[src/rtl/bringup_pkg.sv]
// bringup_pkg: mode encoding, pattern lengths and PIN_ID frame constants shared by the bringup image
package bringup_pkg;
    typedef enum logic [1:0] {
        MODE_FLASH  = 2'd0,
        MODE_WALK1  = 2'd1,
        MODE_WALK0  = 2'd2,
        MODE_PIN_ID = 2'd3
    } mode_t;
    localparam logic [2:0] ID_PREFIX = 3'b110;
    localparam logic ID_SUFFIX = 1'b0;
    localparam int unsigned ID_OVERHEAD = 4;
    function automatic int unsigned pattern_len(input mode_t m, input int unsigned width);
        return m == MODE_FLASH ? 32'd2 : m == MODE_PIN_ID ? 32'($clog2(width)) + ID_OVERHEAD : width;
    endfunction
endpackage

[src/rtl/bringup_prescaler.sv]
// bringup_prescaler: free-running divider that pulses step every DIV enabled cycles
module bringup_prescaler #(
    parameter int DIV = 32768
) (
    input  logic clk_12mhz,
    input  logic reset_n,
    input  logic enable,
    output logic step
);
    localparam int CW = $clog2(DIV);
    logic [CW-1:0] cnt_q, cnt_d;
    assign step = enable && cnt_q == CW'(DIV - 1);
    always_comb cnt_d = step ? '0 : enable ? cnt_q + 1'b1 : cnt_q;
    always_ff @(posedge clk_12mhz or negedge reset_n)
        if (!reset_n) cnt_q <= '0;
        else cnt_q <= cnt_d;
endmodule

[src/rtl/bringup_pattern.sv]
// bringup_pattern: flash / walking-one / walking-zero / per-pin serial ID generator for board bringup
module bringup_pattern
    import bringup_pkg::*;
#(
    parameter int WIDTH = 160,
    parameter int DIV   = 32768
) (
    input  logic             clk_12mhz,
    input  logic             reset_n,
    input  logic             enable,
    input  logic [1:0]       mode,
    output logic [WIDTH-1:0] pins,
    output logic [1:0]       active_mode,
    output logic             tick,
    output logic             wrap
);
    localparam int IDW = $clog2(WIDTH);
    localparam int FL  = IDW + ID_OVERHEAD;
    localparam int PW  = $clog2(WIDTH > FL ? WIDTH : FL);
    logic step;
    mode_t mode_q, mode_d;
    logic [PW-1:0] pos_q, pos_d;
    logic [WIDTH-1:0] pins_q, pins_d;
    logic tick_q, wrap_q, wrap_d;
    bringup_prescaler #(.DIV(DIV)) u_prescaler (
        .clk_12mhz(clk_12mhz),
        .reset_n  (reset_n),
        .enable   (enable),
        .step     (step)
    );
    always_comb begin
        mode_d = mode_q;
        pos_d  = pos_q;
        wrap_d = 1'b0;
        if (step) begin
            if (mode != mode_q) begin
                mode_d = mode_t'(mode);
                pos_d  = '0;
            end else if (32'(pos_q) == pattern_len(mode_q, WIDTH) - 1) begin
                pos_d  = '0;
                wrap_d = 1'b1;
            end else begin
                pos_d = pos_q + 1'b1;
            end
        end
    end
    for (genvar i = 0; i < WIDTH; i++) begin : g_pin
        logic [FL-1:0] frame;
        logic [(2**PW)-1:0] slots;
        // bit s of slots is the frame bit sent in slot s
        assign frame = {<<{ID_PREFIX, IDW'(i), ID_SUFFIX}};
        assign slots = (2**PW)'(frame);
        assign pins_d[i] = mode_d == MODE_FLASH ? pos_d[0]
                         : mode_d == MODE_WALK1 ? pos_d == PW'(i)
                         : mode_d == MODE_WALK0 ? pos_d != PW'(i)
                         : slots[pos_d];
    end
    always_ff @(posedge clk_12mhz or negedge reset_n)
        if (!reset_n) begin
            mode_q <= MODE_FLASH;
            pos_q  <= '0;
            pins_q <= '0;
            tick_q <= 1'b0;
            wrap_q <= 1'b0;
        end else begin
            mode_q <= mode_d;
            pos_q  <= pos_d;
            pins_q <= pins_d;
            tick_q <= step;
            wrap_q <= wrap_d;
        end
    assign pins        = pins_q;
    assign active_mode = mode_q;
    assign tick        = tick_q;
    assign wrap        = wrap_q;
endmodule

[config.mk]
export PLATFORM = sky130hd
export DESIGN_NAME = bringup_pattern
export DESIGN_NICKNAME = d
export VERILOG_FILES = /design/src/rtl/bringup_pkg.sv /design/src/rtl/bringup_prescaler.sv /design/src/rtl/bringup_pattern.sv
export SDC_FILE = /design/constraint.sdc
export NUM_CORES = 1
export LEC_CHECK = 0
export BUFFER_PORTS_ARGS = -buffer_cell sky130_fd_sc_hd__buf_2
export CELL_PAD_IN_SITES_DETAIL_PLACEMENT = 0
export CELL_PAD_IN_SITES_GLOBAL_PLACEMENT = 1
export CORE_MARGIN = 3
export CORE_UTILIZATION = 35
export DETAILED_ROUTE_END_ITERATION = 6
export GPL_TIMING_DRIVEN = 0
export PLACE_DENSITY = 0.74
export SLEW_MARGIN = 20
export SYNTH_ARGS = -nofsm -noshare
export SYNTH_HDL_FRONTEND = slang
export SYNTH_SLANG_ARGS = --single-unit
[constraint.sdc]
create_clock -name clk_12mhz -period 7.35 [get_ports clk_12mhz]
set_clock_uncertainty 0.05 [all_clocks]
set_input_delay 0.735 -clock clk_12mhz [delete_from_list [all_inputs] [get_ports clk_12mhz]]
set_output_delay 0.735 -clock clk_12mhz [all_outputs]
set_load 0.01 [all_outputs]
==> flow_metrics.tcl <==
set metrics [dict create \
    synthArstFlopShare_pct 100.0 \
    setup_tns_ns 0 \
    combPwrFrac_pct 2.6 \
    relSlewSlack_pct 22.37 \
    fillers 3019 \
    path_class "register to register" \
    vias_per_cell 6.615 \
    synth_ff_type "dfrtp_1" \
    slew_viol_final 0 \
    nNetsFinal 1397 \
    cts_sinks 187 \
    synth_top_area_share_pct 44.03 \
    die_area_um2 32500 \
    yosys-top-cells-count "a21oi_1, dfrtp_1, clkbuf_1" \
    num_vias 11780 \
    drc 0 \
    end_kind "register" \
    wirelength_mm 53.40 \
    cts_max_path_buffers 2 \
    fmax_mhz 168.4 \
    antenna_found_initial 1 \
    overflow 0 \
    syn_area_per_cell_um2 8.939 \
    synth_edf_count 0 \
    die_w_um 180.3 \
    yosysSeqAreaShare_pct 44.03 \
    grt_use_total_pct 31.91 \
    coreArea_um2 29800 \
    swShare_pct 24.85 \
    fin_crit_sh_pct 80.81 \
    ys_seq_elements 187 \
    dr.first_iter.drc_count 1923 \
    required_ns 7.58 \
    ys_warn_count 0 \
    cts_tree "done" \
    final_cell_count_no_fill 1781 \
    post_drt_wl_per_cell_um 29.98 \
    reg2regPathDepth 13 \
    max-cap-violations 0 \
    io_pins 169 \
    place_inst 1750 \
    final-hold-violation-count 0 \
    p_sw_mw 0.4962 \
    power_mw 1.997 \
    mappedNetlistNets 1207 \
    yosys-top-cells-area "dfrtp_1, a21oi_1, a311oi_1" \
    yosysMostFrequentCell "a21oi_1" \
    fin_ws_ns 1.410 \
    grt_pass1_vias 11270 \
    grt_pass1_wl_mm 77.44 \
    startpoint_type "register" \
    ctsHoldBuffers 0 \
    ir_drop_uv 132.5 \
    port_buffers 168 \
    rsz0062_at_grt "false" \
    gp_congestion 1.018 \
    syn-cell-area_um2 10630 \
    grt_max_degree 107 \
    p_seq_share_pct 53.0 \
    min_period_ns 5.940 \
    syn_to_final_growth_pct 18.21 \
    initial_utilization_pct 35.67 \
    dp_hpwl_mm 37.46 \
    drt_first_pass_iters 6 \
    critPathMaxFanout 10 \
    htree_num_levels 4 \
    status "finished clean" \
    pre_cts_ws_ns 1.430 \
    layout-drive-gt1-share_pct 20.27 \
    synth_top_cell_by_area "dfrtp_1" \
    path_clk_slew_ns 0.07 \
    tightest_slew_ns 1.152 \
    finalSetupViolations 0 \
    die_h_um 180.3 \
    p_per_area_nw_per_um2 158.9 \
    p_int_mw 1.501 \
    antenna_cells 0 \
    antenna_left 0 \
    yosys.cell_types.count 75 \
    synth_cells 1189 \
    cts_resized 0 \
    clock-root-buffer "clkbuf_16" \
    clk_latency_ns 0.45 \
    hold_class "input port to async pin" \
    total_leakage_power_nw 6.107 \
    post_cts_buffers 0 \
    cts_buffers 17 \
    row_count 63 \
    worstPathArrival_ns 6.17 \
    clock_power_share_pct 44.4 \
]
power groups by stage:
stage | logic, mW | clock network, mW | registers [mW]
after global routing | 0.0615 | 0.943 | 1.06
final | 0.0514 | 0.887 | 1.06
after floorplan | 0.0252 | 0 | 1.08
after global placement | 0.0498 | 0 | 1.08
after detailed placement | 0.0538 | 0 | 1.08
after CTS | 0.0538 | 0.898 | 1.06
stage by stage:
step / hold WS, ns / instance area, um^2 / util [%]
3_5_place_dp: 0.4560 / 12020 / 40.34
5_1_grt: 0.2543 / 12560 / 42.17
2_1_floorplan: 0.3894 / 10630 / -
4_1_cts: 0.2235 / 12560 / 42.15
6_report: 0.1997 / 12560 / 42.17
3_3_place_gp: 0.4512 / 11960 / 40.13
layout make-up:
type,count,area (um^2),share of cell area (%)
Buffer,143,634.4,5.049
Clock buffer,18,429.2,3.416
Timing Repair Buffer,171,893.4,7.110
Clock inverter,13,108.9,0.8664
Multi-Input combinational cell,840,5248,41.76
Inverter,19,83.83,0.6672
Sequential cell,187,4679,37.24
Tap cell,390,488.0,3.884
cell families (layout without fill, tap and decap cells):
group	after synthesis	in the layout	synth area share (%)
compound gates	522	522	31.82
simple gates	278	278	13.53
flops	187	187	44.03
buf+inv	162	364	6.757
xor+xnor	17	17	1.401
fa+ha+maj	13	13	1.530
mux	10	10	0.9418
worst max-delay path: stages (launching register included):
cell,delay (ns)
dfrtp_1,0.38
inv_1,0.09
ha_1,0.32
nor4_1,0.48
o22ai_1,0.26
o21ai_1,0.63
o21a_1,0.55
inv_1,0.33
ha_1,0.33
o32ai_1,0.75
and2_1,0.38
clkbuf_1,0.59
a21oi_1,0.13
a311oi_1,0.49
state kept, by name, indices dropped and copies added, names as in the netlist:
register	count
pins	160
u_prescaler.cnt_q	15
pos_q	8
active_mode	2
tick	1
wrap	1
layout by cell type, fill, tap and decap left out, types with 9 or more instances in the layout:
| master | instances |
|---|---|
| nand2_1 | 75 |
| o311ai_0 | 9 |
| o21ai_0 | 29 |
| o211ai_1 | 21 |
| mux2i_1 | 10 |
| ha_1 | 13 |
| o21ai_1 | 12 |
| a311oi_1 | 82 |
| clkbuf_16 | 17 |
| nand3_1 | 73 |
| dfrtp_1 | 187 |
| buf_4 | 9 |
| a21oi_1 | 231 |
| a31oi_1 | 65 |
| nor2_1 | 40 |
| xnor2_1 | 9 |
| nand4_1 | 15 |
| buf_2 | 206 |
| nor3_1 | 17 |
| clkbuf_1 | 93 |
| inv_1 | 16 |
final timing paths:
check / end / start / slack, ns
min: pins[48] / reset_n / 0.20
max in group asynchronous: pins[56] / reset_n / 6.15
min in group clk_12mhz: u_prescaler.cnt_q[8] / u_prescaler.cnt_q[8] / 0.47
max reg2reg: pins[23] / active_mode[0] / 1.41
max: pins[23] / active_mode[0] / 1.41
min reg2reg: u_prescaler.cnt_q[8] / u_prescaler.cnt_q[8] / 0.47
layer usage:
metal  share of wire (%)  vias to the layer above  track usage [%]
li1                    -                     4910                -
met1                  41                     5649            43.75
met2                  41                      974            45.68
met3                  12                      244            9.427
met4                 6.1                        4            16.27
met5               0.064                        -           0.7407
(Power assumes the default switching activity.)
